**config.mk**
```make
export PLATFORM = sky130hd
export DESIGN_NAME = mcu_el2_sram_bank_ctrl
export DESIGN_NICKNAME = d
export VERILOG_FILES = /design/src/rtl/mcu_el2_pkg.sv /design/src/rtl/mcu_el2_sram_rd_pipe.sv /design/src/rtl/mcu_el2_sram_bank_ctrl.sv
export SDC_FILE = /design/constraint.sdc
export NUM_CORES = 1
export LEC_CHECK = 0
export CORE_AREA = 2 2 292 294
export CTS_BUF_LIST = sky130_fd_sc_hd__clkbuf_8
export CTS_CLUSTER_SIZE = 20
export DETAILED_ROUTE_END_ITERATION = 6
export DIE_AREA = 0 0 294 296
export GPL_ROUTABILITY_DRIVEN = 0
export PLACE_DENSITY_LB_ADDON = 0.15
export SYNTH_ARGS = -nofsm -noshare
export SYNTH_HDL_FRONTEND = slang
export SYNTH_SLANG_ARGS = --single-unit
```
**constraint.sdc**
```tcl
create_clock -name clk -period 1 [get_ports clk]
set_input_delay 0.1 -clock clk [delete_from_list [all_inputs] [get_ports clk]]
set_output_delay 0.1 -clock clk [all_outputs]
set_load 0.01 [all_outputs]
```
**src/rtl/mcu_el2_pkg.sv**
```systemverilog
// Shared definitions for the EL2 SRAM bank controller: init FSM encoding and read-latency limits.
package mcu_el2_pkg;

  typedef enum logic [1:0] {
    IDLE,
    INIT,
    DRAIN,
    DONE
  } sram_init_state_e;

  localparam int RD_LAT_MIN = 1;
  localparam int RD_LAT_MAX = 3;

  // Keeps an out-of-range RD_LAT from building a negative-depth pipe.
  function automatic int clamp_rd_lat(input int lat);
    if (lat < RD_LAT_MIN) return RD_LAT_MIN;
    if (lat > RD_LAT_MAX) return RD_LAT_MAX;
    return lat;
  endfunction

endpackage

```
**src/rtl/mcu_el2_sram_rd_pipe.sv**
```systemverilog
// Per-bank read return pipe: RD_LAT-1 valid-qualified stages behind the 1-cycle macro output.
module mcu_el2_sram_rd_pipe #(
  parameter int DATA_W = 32,
  parameter int ECC_W  = 7,
  parameter int RD_LAT = 1
) (
  input  logic              clk,
  input  logic              rst_l,
  input  logic              rd_issue,
  input  logic [DATA_W-1:0] mem_dout,
  input  logic [ECC_W-1:0]  mem_ecc,
  output logic [DATA_W-1:0] dout,
  output logic [ECC_W-1:0]  ecc,
  output logic              dout_vld
);

  localparam int STAGES = RD_LAT - 1;

  // High in the cycle mem_dout carries data for a read issued one cycle earlier.
  logic mem_vld;

  always_ff @(posedge clk or negedge rst_l) begin
    // NOTE: non-blocking assignments so every flop samples pre-edge values regardless of block order.
    if (!rst_l) mem_vld <= 1'b0;
    else        mem_vld <= rd_issue;
  end

  if (STAGES == 0) begin : g_bypass
    assign dout     = mem_dout;
    assign ecc      = mem_ecc;
    assign dout_vld = mem_vld;
  end else begin : g_stages
    logic [STAGES-1:0]             vld;
    logic [STAGES-1:0][DATA_W-1:0] data_q;
    logic [STAGES-1:0][ECC_W-1:0]  ecc_q;

    always_ff @(posedge clk or negedge rst_l) begin
      // NOTE: these few stage flops must read 0 out of reset, so they are reset; the SRAM array never is.
      if (!rst_l) begin
        vld    <= '0;
        data_q <= '0;
        ecc_q  <= '0;
      end else begin
        vld[0] <= mem_vld;
        if (mem_vld) begin
          data_q[0] <= mem_dout;
          ecc_q[0]  <= mem_ecc;
        end
        for (int i = 1; i < STAGES; i++) begin
          vld[i] <= vld[i-1];
          if (vld[i-1]) begin
            data_q[i] <= data_q[i-1];
            ecc_q[i]  <= ecc_q[i-1];
          end
        end
      end
    end

    assign dout     = data_q[STAGES-1];
    assign ecc      = ecc_q[STAGES-1];
    assign dout_vld = vld[STAGES-1];
  end

endmodule

```
**src/rtl/mcu_el2_sram_bank_ctrl.sv**
```systemverilog
// Banked SRAM front end: zeroization engine, core/macro port mux and per-bank read return pipes.
// The init FSM exists only when MCU_EL2_SRAM_INIT_EN is defined; otherwise banks open one cycle after reset.
module mcu_el2_sram_bank_ctrl
  import mcu_el2_pkg::*;
#(
  parameter int               NUM_BANKS = 4,
  parameter int               ADDR_W    = 12,
  parameter int               DATA_W    = 32,
  parameter int               ECC_W     = 7,
  parameter int               RD_LAT    = 1,
  parameter logic [ECC_W-1:0] INIT_ECC  = '0
) (
  input  logic                           clk,
  input  logic                           rst_l,
  input  logic [NUM_BANKS-1:0]           core_clken,
  input  logic [NUM_BANKS-1:0]           core_wren,
  input  logic [NUM_BANKS*ADDR_W-1:0]    core_addr,
  input  logic [NUM_BANKS*DATA_W-1:0]    core_wr_data,
  input  logic [NUM_BANKS*ECC_W-1:0]     core_wr_ecc,
  output logic [NUM_BANKS*DATA_W-1:0]    core_dout,
  output logic [NUM_BANKS*ECC_W-1:0]     core_ecc,
  output logic [NUM_BANKS-1:0]           mem_clken,
  output logic [NUM_BANKS-1:0]           mem_wren,
  output logic [NUM_BANKS*ADDR_W-1:0]    mem_addr,
  output logic [NUM_BANKS*DATA_W-1:0]    mem_wr_data,
  output logic [NUM_BANKS*ECC_W-1:0]     mem_wr_ecc,
  input  logic [NUM_BANKS*DATA_W-1:0]    mem_dout,
  input  logic [NUM_BANKS*ECC_W-1:0]     mem_ecc,
  input  logic                           init_req,
  output logic                           init_done,
  output logic                           init_collision
);

  localparam int LAT = clamp_rd_lat(RD_LAT);

  logic              init_active;
  logic [ADDR_W-1:0] init_row;

`ifdef MCU_EL2_SRAM_INIT_EN
  sram_init_state_e state;
  logic [1:0]       drain_cnt;

  always_ff @(posedge clk or negedge rst_l) begin
    if (!rst_l) begin
      state          <= IDLE;
      init_row       <= '0;
      drain_cnt      <= '0;
      init_done      <= 1'b0;
      init_collision <= 1'b0;
    end else begin
      case (state)
        IDLE: begin
          state    <= INIT;
          init_row <= '0;
        end
        INIT: begin
          // Last row is written this cycle; the counter parks instead of wrapping.
          if (init_row == '1) begin
            state     <= DRAIN;
            drain_cnt <= '0;
          end else begin
            init_row <= init_row + 1'b1;
          end
        end
        DRAIN: begin
          if (drain_cnt == 2'(LAT - 1)) begin
            state     <= DONE;
            init_done <= 1'b1;
          end else begin
            drain_cnt <= drain_cnt + 1'b1;
          end
        end
        DONE: begin
          if (init_req) begin
            state     <= INIT;
            init_row  <= '0;
            init_done <= 1'b0;
          end
        end
        default: state <= IDLE;
      endcase

      // Sticky through DONE; only a requested re-init wipes it.
      if (state == DONE && init_req)        init_collision <= 1'b0;
      else if (!init_done && (|core_clken)) init_collision <= 1'b1;
    end
  end

  assign init_active = (state == INIT);
`else
  always_ff @(posedge clk or negedge rst_l) begin
    if (!rst_l) init_done <= 1'b0;
    else        init_done <= 1'b1;
  end

  assign init_active    = 1'b0;
  assign init_row       = '0;
  assign init_collision = 1'b0;

  logic unused_init_req;
  assign unused_init_req = init_req;
`endif

  always_comb begin
    // NOTE: defaults first so every path assigns every output and no latch is inferred.
    mem_clken   = '0;
    mem_wren    = '0;
    mem_addr    = '0;
    mem_wr_data = '0;
    mem_wr_ecc  = '0;
    if (init_done) begin
      mem_clken   = core_clken;
      mem_wren    = core_wren;
      mem_addr    = core_addr;
      mem_wr_data = core_wr_data;
      mem_wr_ecc  = core_wr_ecc;
    end else if (init_active) begin
      mem_clken  = '1;
      mem_wren   = '1;
      mem_addr   = {NUM_BANKS{init_row}};
      mem_wr_ecc = {NUM_BANKS{INIT_ECC}};
    end
  end

  for (genvar b = 0; b < NUM_BANKS; b++) begin : g_bank
    logic [DATA_W-1:0] pipe_dout;
    logic [ECC_W-1:0]  pipe_ecc;
    logic              pipe_vld;

    mcu_el2_sram_rd_pipe #(
      .DATA_W (DATA_W),
      .ECC_W  (ECC_W),
      .RD_LAT (LAT)
    ) u_rd_pipe (
      .clk      (clk),
      .rst_l    (rst_l),
      .rd_issue (init_done & core_clken[b] & ~core_wren[b]),
      .mem_dout (mem_dout[b*DATA_W +: DATA_W]),
      .mem_ecc  (mem_ecc[b*ECC_W +: ECC_W]),
      .dout     (pipe_dout),
      .ecc      (pipe_ecc),
      .dout_vld (pipe_vld)
    );

    // A read issued in the last DONE cycle still returns while a re-init is running.
    assign core_dout[b*DATA_W +: DATA_W] = (init_done || pipe_vld) ? pipe_dout : '0;
    assign core_ecc[b*ECC_W +: ECC_W]    = (init_done || pipe_vld) ? pipe_ecc  : '0;
  end

endmodule

```
==> results of run 1 <==
==> synth_stat cells, drive strengths merged <==
master,n
and3b,4
clkbuf,27
dfrtp,5
and2,212
o21a,156
conb,2
buf,31
==> area by class of cell <==
type / instances / area [sq um]
antenna: 2 / 5.00
clock buffer: 3 / 41.3
clock inverter: 1 / 3.75
fill: 9639 / 72400
multi-input combinational: 374 / 2540
sequential: 5 / 129
tap: 1090 / 1360
timing repair buffer: 786 / 7690
==> cells by family after synthesis <==
| group | count (synthesis) |
|---|---|
| simple gates | 216 |
| buf+inv | 58 |
| other cells | 2 |
| compound gates | 156 |
| flops | 5 |
==> metal layers <==
metal  track usage  share of wire
met5             0         0.0024
met4        0.0163          0.016
met3        0.0321           0.11
met2         0.155           0.53
met1        0.0781           0.34
==> power breakdown <==
part	internal [W]	leakage, nW	total, W	switching, W
Sequential	0.000212	0.0646	0.000223	0.0000113
Clock	0.000271	0.0269	0.000464	0.000193
Combinational	0.00310	4.41	0.00488	0.00178
Total	0.00358	4.50	0.00557	0.00198
==> final timing paths <==
path                                                endpoint  slack, ps  cells after the start
max in group asynchronous                          init_done        390                      1
worst max-delay path                           mem_wr_ecc[2]       -940                      4
worst min-delay path            g_bank[1].u_rd_pipe.dout_vld        200                      1
worst max register to register  g_bank[3].u_rd_pipe.dout_vld       -360                      4
min in group clk                g_bank[1].u_rd_pipe.dout_vld        470                      2
worst min register to register  g_bank[1].u_rd_pipe.dout_vld       1070                      3
==> registers in the layout, summed over array words and instances, names as in the netlist <==
name and flops:
g_bank.u_rd_pipe.dout_vld 4, init_done 1
==> metrics by stage <==
step,utilization,power [W],worst slack (ps),area [sq um]
finish,0.140,0.00557,-937,11800
global route,0.140,0.00596,-1010,11800
CTS,0.143,0.00587,-1000,12000
detailed placement,0.142,0.00535,-748,12000
global placement,0.142,0.00539,-740,12000
floorplan,-,0.00164,-135,3030
==> repair_timing <==
action	CTS	global route
buffers inserted	1	0
setup endpoints to repair	373	373
cloned	1	0
resized for setup	170	123
pin swaps	7	0
==> results.md, run 1 <==
* WHS at 203 ps
* Post-route insts no fill at between 2000 and 2500
* Number of CTS-inserted buffers at 3
* Post-route worst setup slack at -937 ps
* Placeable core region at between 80000 and 90000 sq um
* Final #Nets at 1541
* RSZ-0062 raised after global routing: true
* CP max stage cell: clkdlybuf4s50_1
* CTS tree: built
* Violated checks: negative setup slack
* DIE AREA at slightly below 90000 sq um
* Detailed-route DRC error count at 0
* Router iterations before antenna repair at 4
* Routed Wire Length at 38500 microns
* First-pass GRT wire length at 48700 microns
* VDD IR max at 0.000201 V
* Pwr/cell area at 472 nW/um^2
* Area leader, netlist: and2_1
* Routed Antenna Nets at 0
* Proportion of layout cells with a drive suffix above 1 at 0.144
* Bufs and invs on worst path at 3
* Synth Area in Adders at 0
* Synth warnings at 0
* Slowest cell delay on critical path at between 500 and 600 ps
* Final HPWL DP at around 34000 microns
* Longest Clk Path Bufs at 2
* Slew HR at 0.640
* Xor and xnor area share after synthesis at 0
* Final worst path period need at 1940 ps
* H-tree levels at 1
* CP startpoint: init_done
* Arrival time worst endpoint at between 1500 and 2000 ps
* Critical path type: reg2out
* Worst Path Max Fanout at 33
* Setup violators final at roughly 370
* Top cell type's share of synthesized area at 0.439
* LEAKAGE at around 4.5 nW
* I/O pin total at roughly 740
* Synth Area in Simple Gates at 0.451
* Iter 0 DRT Violations at 102
* Most frequent cells in the layout: clkdlybuf4s50_1, and2_1, o21a_1, clkbuf_2, buf_4
* GRT Overall Usage at 0.0794
* Placed Instances at 2253
* FP Rows at 107
* Die X at 294 microns
* Delay-heaviest family, CP: buffers and inverters
* Hold-fix buffers, CTS at 0
* Root buffer cell: clkbuf_8
* Largest family of logic cells by synthesized area: simple AND/OR/NAND/NOR gates
* Compound-cell area share of the yosys netlist at 0.388
* Clk_lat worst skew at 250 ps
* Synth-to-Final Area Change at 290%
* Crit end category: output pin
* Reg clk slew, reported paths at 60 ps
* Max cap viols at 0
* Crit path launch type: flop
* Cell area after synthesis at 3020 sq um
* Critical Path RT at 900 ps
* Most frequent cell on the critical path: buf_12
* Number of global-route vias before repair at between 6000 and 7000
* Initial core utilization at 0.0359
* Yosys cell types at 10
* Worst slew pin tran at 538 ps
* Avg WL per Cell at about 17 microns
* Initial antenna violation count at 13
* Status: finished, violations left
* Total Neg Setup Slack at -283400 ps
* Most common cell after layout, fill and taps aside: clkdlybuf4s50_1
* Mapped Cells at approximately 440
* Clock Skew at around 5 ps
* Slew Viols, Final at 0
* Post-synthesis mux area share at 0
* Sink Count at 5
* Mean area per synthesized cell at 6.91 sq um
* Reg2Reg Launch Point: init_done
* Min-delay worst type: in2async
* Post-synthesis sequential area ratio at 0.0414
* Count of input and output buffers at 738
* Grt ovf at 0
* Synth top area cells: and2_1, o21a_1, dfrtp_1
* Via/cell ratio at 2.69
* Final Cycle Share at 1.94
* Yosys reg bits at 5
* CP cell instances: buf_12, buf_12, and2_1, clkdlybuf4s50_1
* Die Y at 296 microns
* Syn nets at 808
* DR vias at 6088
* Largest net degree at the start of global routing at between 40 and 50
* Endpoints failing hold at 0
* Max Fclk at 0.516 GHz
Note: power is estimated with default switching activity, not from simulation.
==> inputs of run 2 (changes only) <==
--- a/config.mk
+++ b/config.mk
@@ -11,7 +11,6 @@
 export DETAILED_ROUTE_END_ITERATION = 6
 export DIE_AREA = 0 0 294 296
 export GPL_ROUTABILITY_DRIVEN = 0
-export PLACE_DENSITY_LB_ADDON = 0.15
 export SYNTH_ARGS = -nofsm -noshare
 export SYNTH_HDL_FRONTEND = slang
 export SYNTH_SLANG_ARGS = --single-unit
==> results.md, run 2 (synthesis gave the netlist of run 1 again) <==
* Status: finished, violations left
* Violated checks: negative setup slack
* Final worst path period need at 1770 ps (-172 ps)
* Filler instances at 9491 (-1.5%)
* CP startpoint: init_done
* Synth-to-Final Area Change at 360%
* Fin util at 0.165 (+0.0249)
* Number of CTS-inserted buffers at 3 (unchanged)
* Final Cycle Share at 1.77 (-0.172)
* Total Neg Setup Slack at -230640 ps (+52760 ps)
* Power consumption at 0.00716 W (+29%)
* Critical path type: reg2out
* Count of input and output buffers at 738 (unchanged)
* Clock Skew at 4.27 ps (-0.726 ps)
* Critical Path RT at 900 ps (about the same)
* Sink Count at 5 (unchanged)
* FP Rows at 107 (unchanged)
* Die Y at 296 microns (unchanged)
* Worst Path Max Fanout at 9 (-73%)
* Initial antenna violation count at 152 (+139)
* Largest net degree at the start of global routing at 40 (-2.4%)
* Post-route worst setup slack at -765 ps (+172 ps)
* Die X at 294 microns (unchanged)
* Routed Antenna Nets at 0 (unchanged)
* First-pass GRT wire length at 88600 microns (+82%)
* GRT Overall Usage at 0.166 (+0.0862)
* I/O pin total at 741 (unchanged)
* Avg WL per Cell at 33.6 microns (+98%)
* Final HPWL DP at 71400 microns (+110%)
* DIE AREA at 87000 sq um (unchanged)
* Number of global-route vias before repair at 6413 (+2.2%)
* Router iterations before antenna repair at 4 (unchanged)
* Max reg flops at 4 (unchanged)
* Initial core utilization at 0.0359 (unchanged)
* Flip-flop and latch area at 130 sq um (+0.97%)
* Via/cell ratio at 2.99 (+11%)
* Proportion of layout cells with a drive suffix above 1 at 0.512 (+0.369)
* Clk_lat worst skew at 240 ps (about the same)
* Placeable core region at 84200 sq um (unchanged)
* H-tree levels at 1 (unchanged)
* Final #Nets at 1596 (+3.6%)
* LEAKAGE at 5.87 nW (+30%)
* Longest Clk Path Bufs at 2 (unchanged)
* Slew Viols, Final at 0 (unchanged)
* Crit end category: output pin
* DP Worst Slack at -799 ps (-50.9 ps)
* DR vias at 7031 (+15%)
* Multi-input gate area at 2970 sq um (+17%)
* Root buffer cell: clkbuf_8
* Reg2Reg Launch Point: init_done
* Pwr/cell area at 516 nW/um^2 (+9.3%)
* R2R Setup Slk at -310 ps (+50 ps)
* Iter 0 DRT Violations at 199 (+95%)
* RR Endpoint: g_bank[3].u_rd_pipe.dout_vld
* Reg clk slew, reported paths at 50 ps (about the same)
* Grt ovf at 0 (unchanged)
* Setup violators final at 373 (unchanged)
* Detailed-route DRC error count at 0 (unchanged)
* Arrival time worst endpoint at 1670 ps (-170 ps)
* RSZ-0062 raised after global routing: true
* VDD IR max at 0.000228 V (+13%)
* Routed Wire Length at 79100 microns (+110%)
* Most common cell after layout, fill and taps aside: clkdlybuf4s50_1
* Most frequent cells in the layout: clkdlybuf4s50_1, buf_6, o21a_1, and2_4, buf_12
* CTS tree: built
* Max cap viols at 0 (unchanged)
* R2R cell count at 4 (unchanged)
* Max Fclk at 0.567 GHz (+9.7%)
* Endpoints failing hold at 0 (unchanged)
* Min-delay worst type: in2async
* Crit path launch type: flop
==> run 2: cell types whose count changed in the layout (fill, tap and decap cells not counted), moves of 36 or more <==
cell,delta
and2_1,-143
and2_4,+143
buf_12,+69
buf_2,+53
buf_6,+136
clkdlybuf4s50_1,-234
diode_2,+36
==> run 2: worst max-delay path, cell delays in order, from the launching register on <==
cell and delay [ps]:
dfrtp_4 510, buf_12 170, buf_16 160, buf_12 150
clkbuf_16 140, and2_4 150, buf_12 130
==> run 2: what timing repair did <==
item	in CTS	in global routing
hold buffers	0	0
gates resized for setup	787	629
setup buffers	10	20
endpoints found under the setup margin	373	373
gates cloned	7	26
pin swaps	13	47
==> run 2: cell type report <==
cell class	instances	share of cell area
sequential	5	0.00938
multi-input combinational	374	0.214
antenna	38	0.00685
timing repair buffer	841	0.668
clock buffer	3	0.00298
clock inverter	1	0.000270
tap	1090	0.0983
==> run 2: how the worst max path moves through the flow <==
stage	end	slack (ps)	cells past startpoint
CTS	core_dout[105]	-830	6
floorplan	core_dout[104]	-140	4
finish	mem_addr[24]	-770	6
detailed placement	mem_wr_ecc[8]	-800	4
global route	mem_wr_data[17]	-800	6
global placement	mem_wr_ecc[15]	-790	4
==> run 2: where the power goes <==
group	leakage, nW	internal [W]	switching [W]
Clock	0.0271	0.000269	0.000162
Combinational	5.78	0.00396	0.00255
Sequential	0.0631	0.000213	0.00000950
==> run 2: per-stage QoR <==
step                      cells  hold slack [ps]  cell area (sq um)
final                      2352              153              13900
after global routing       2325              170              13800
after CTS                  2269              151              12600
after detailed placement   2248              422              12500
after global placement     2248              425              12500
after floorplan             437             -196               3030
==> run 2: metal layers <==
metal,vias up,track usage,wire (microns)
li1,3068,-,-
met1,3056,0.153,26700
met2,508,0.257,34000
met3,229,0.176,16100
met4,170,0.0213,1180
met5,-,0,1090
==> inputs of run 3 (changes only) <==
--- a/config.mk
+++ b/config.mk
@@ -5,12 +5,13 @@
 export SDC_FILE = /design/constraint.sdc
 export NUM_CORES = 1
 export LEC_CHECK = 0
-export CORE_AREA = 2 2 292 294
+export CORE_AREA = 2 2 289 291
 export CTS_BUF_LIST = sky130_fd_sc_hd__clkbuf_8
 export CTS_CLUSTER_SIZE = 20
 export DETAILED_ROUTE_END_ITERATION = 6
-export DIE_AREA = 0 0 294 296
+export DIE_AREA = 0 0 291 293
 export GPL_ROUTABILITY_DRIVEN = 0
 export SYNTH_ARGS = -nofsm -noshare
 export SYNTH_HDL_FRONTEND = slang
+export SYNTH_HIERARCHICAL = 1
 export SYNTH_SLANG_ARGS = --single-unit
==> results.md, run 3 <==
* Most frequent cells in the layout: clkdlybuf4s50_1, and2_1, o21a_1, dlymetal6s2s_1, buf_12
* I/O pin total at 741 (unchanged)
* Pwr/cell area at 479 nW/um^2 (-7.1%)
* Top-count cell post-synth: and2_1
* Mapped Cells at 593 (+36%)
* Longest Clk Path Bufs at 2 (unchanged)
* DR vias at 6565 (-6.6%)
* H-tree levels at 1 (unchanged)
* Post-synthesis sequential area ratio at 0.0299 (-0.0116)
* WHS at 163 ps (+10.1 ps)
* Reg power frac at 0.038 (+0.007)
* Min-delay worst type: in2async
* Crit path launch type: flop
* Critical path type: reg2out
* Switching Fraction at 0.369 (-0.0106)
* CTS tree: built
* Final Cycle Share at 1.92 (+0.151)
* Root buffer cell: clkbuf_8
* Synth top area cells: and2_1, buf_4, o21a_1
* Worst Path Max Fanout at 41 (+32)
* Commonest cells post-synth: and2_1, buf_4, o21a_1
* Post-route worst setup slack at -916 ps (-151 ps)
* Setup violators final at 373 (unchanged)
* Top cell type's share of synthesized area at 0.317 (-0.123)
* Yosys cell types at 10 (unchanged)
* Area leader, netlist: and2_1
* Ys flop type: dfrtp_1
* Hold-fix buffers, CTS at 0 (unchanged)
* RSZ-0062 raised after global routing: true
* Clock Skew at 9.52 ps (+5.25 ps)
* Synth-to-Final Area Change at 202%
* Cell area after synthesis at 4190 sq um (+39%)
* Router iterations before antenna repair at 4 (unchanged)
* Iter 0 DRT Violations at 194 (-2.5%)
* DP Worst Slack at -770 ps (+28.2 ps)
* Grt ovf at 0 (unchanged)
* GRT Overall Usage at 0.129 (-0.0365)
* Fin util at 0.154 (-0.0104)
* Finished Cell Area at 12600 sq um (-9.0%)
* Final HPWL DP at 54700 microns (-23%)
* Placeable core region at 81800 sq um (-2.8%)
* Comb power frac at 0.893 (-0.016)
* Status: finished, violations left
* Max cap viols at 0 (unchanged)
* Final #Nets at 1546 (-3.1%)
* Crit end category: output pin
* Int Pwr at 0.00382 W (-14%)
* Final worst path period need at 1920 ps (+151 ps)
* Slew Viols, Final at 0 (unchanged)
* Number of synthesized flops with an enable pin at 0 (unchanged)
* Clk_lat worst skew at 240 ps (about the same)
* Routed Wire Length at 59600 microns (-25%)
* DIE AREA at 85300 sq um (-2.0%)
* FP Rows at 105 (-1.9%)
* Initial antenna violation count at 111 (-27%)
* Routed Antenna Nets at 0 (unchanged)
* Detailed-route DRC error count at 0 (unchanged)
* Total Neg Setup Slack at -261610 ps (-30970 ps)
* Proportion of layout cells with a drive suffix above 1 at 0.178 (-0.334)
* Yosys reg bits at 5 (unchanged)
* Die Y at 293 microns (-1.0%)
* Critical Path RT at 900 ps (about the same)
* Avg WL per Cell at 26.3 microns (-22%)
* Die X at 291 microns (-1.0%)
* Synth warnings at 6 (+6)
* Arrival time worst endpoint at 1820 ps (+150 ps)
* LEAKAGE at 5.63 nW (-4.1%)
* First-pass GRT wire length at 71300 microns (-20%)
* Placement-stage cell area at 12400 sq um (-1.0%)
* Async SR Flop Fraction at 1.00 (unchanged)
* Max Fclk at 0.522 GHz (-7.9%)
* Number of global-route vias before repair at 6438 (+0.39%)
* Number of CTS-inserted buffers at 3 (unchanged)
* Via/cell ratio at 2.90 (-3.1%)
* Initial core utilization at 0.0512 (+0.0153)
* Psw at 0.00223 W (-18%)
* Most common cell after layout, fill and taps aside: clkdlybuf4s50_1
* Largest net degree at the start of global routing at 44 (+10%)
* Violated checks: negative setup slack
* Endpoints failing hold at 0 (unchanged)
* Count of input and output buffers at 738 (unchanged)
* Max reg flops at 4 (unchanged)
* Sink Count at 5 (unchanged)
* Reg clk slew, reported paths at 50 ps (about the same)
* Clock group share of total power at 0.069 (+0.009)
* Syn nets at 964 (+19%)
* Mean area per synthesized cell at 7.07 sq um (+2.3%)
* VDD IR max at 0.000190 V (-17%)
-- run 3: logic make-up after synthesis --
group	synth area share
buffers and inverters	0.364
other	0.00179
AOI/OAI and AO/OA	0.279
DFF	0.0299
and+or+nand+nor	0.325
-- run 3: cell type report --
| class | instances | area (sq um) |
|---|---|---|
| Multi-Input combinational cell | 374 | 2560 |
| Fill cell | 9253 | 69200 |
| Tap cell | 1070 | 1340 |
| Clock inverter | 1 | 3.75 |
| Clock buffer | 3 | 41.3 |
| Sequential cell | 5 | 130 |
| Antenna cell | 23 | 57.6 |
| Timing Repair Buffer | 791 | 8500 |
-- run 3: per-layer routing --
| layer | part of all wire | track usage | routed length [microns] | up-vias |
|---|---|---|---|---|
| li1 | - | - | - | 2931 |
| met1 | 0.32 | 0.118 | 18900 | 2836 |
| met2 | 0.43 | 0.202 | 25900 | 486 |
| met3 | 0.22 | 0.137 | 12900 | 168 |
| met4 | 0.015 | 0.0167 | 911 | 144 |
| met5 | 0.016 | 0 | 928 | - |
-- run 3: per-stage QoR --
stage | instances | power [W]
finish | 2267 | 0.00606
global route | 2249 | 0.00642
CTS | 2238 | 0.00628
detailed placement | 2232 | 0.00584
global placement | 2232 | 0.00582
floorplan | 593 | 0.00207
-- run 3: final timing paths --
kind                          startpoint                           end  slack, ps  cells after the start
max in group asynchronous          rst_l                     init_done        500                      1
min in group clk           core_clken[1]  g_bank[1].u_rd_pipe/dout_vld        480                      2
min reg2reg                    init_done  g_bank[2].u_rd_pipe/dout_vld       1010                      3
max                            init_done                   mem_wren[0]       -920                      4
max reg2reg                    init_done  g_bank[0].u_rd_pipe/dout_vld       -400                      4
min                                rst_l  g_bank[1].u_rd_pipe/dout_vld        160                      1
-- run 3: critical path, cell delays in order (launching register included) --
cell	delay, ps
dfrtp_4	480
buf_12	190
buf_12	180
and2_1	170
clkdlybuf4s50_1	540
-- run 3: power groups by stage --
stage | sequential, W | combinational (W) | clock (W)
floorplan | 0.000220 | 0.00185 | 0
global placement | 0.000229 | 0.00559 | 0
detailed placement | 0.000229 | 0.00561 | 0
CTS | 0.000226 | 0.00560 | 0.000450
global route | 0.000228 | 0.00572 | 0.000468
finish | 0.000227 | 0.00541 | 0.000418
-- run 3: repair_timing --
| item | 4_1_cts | 5_1_grt |
|---|---|---|
| hold endpoints to repair | 0 | 0 |
| cloned | 1 | 3 |
| gates resized for setup | 131 | 172 |
| pin swaps | 3 | 0 |
| buffers inserted | 1 | 3 |
| setup endpoints to repair | 373 | 373 |
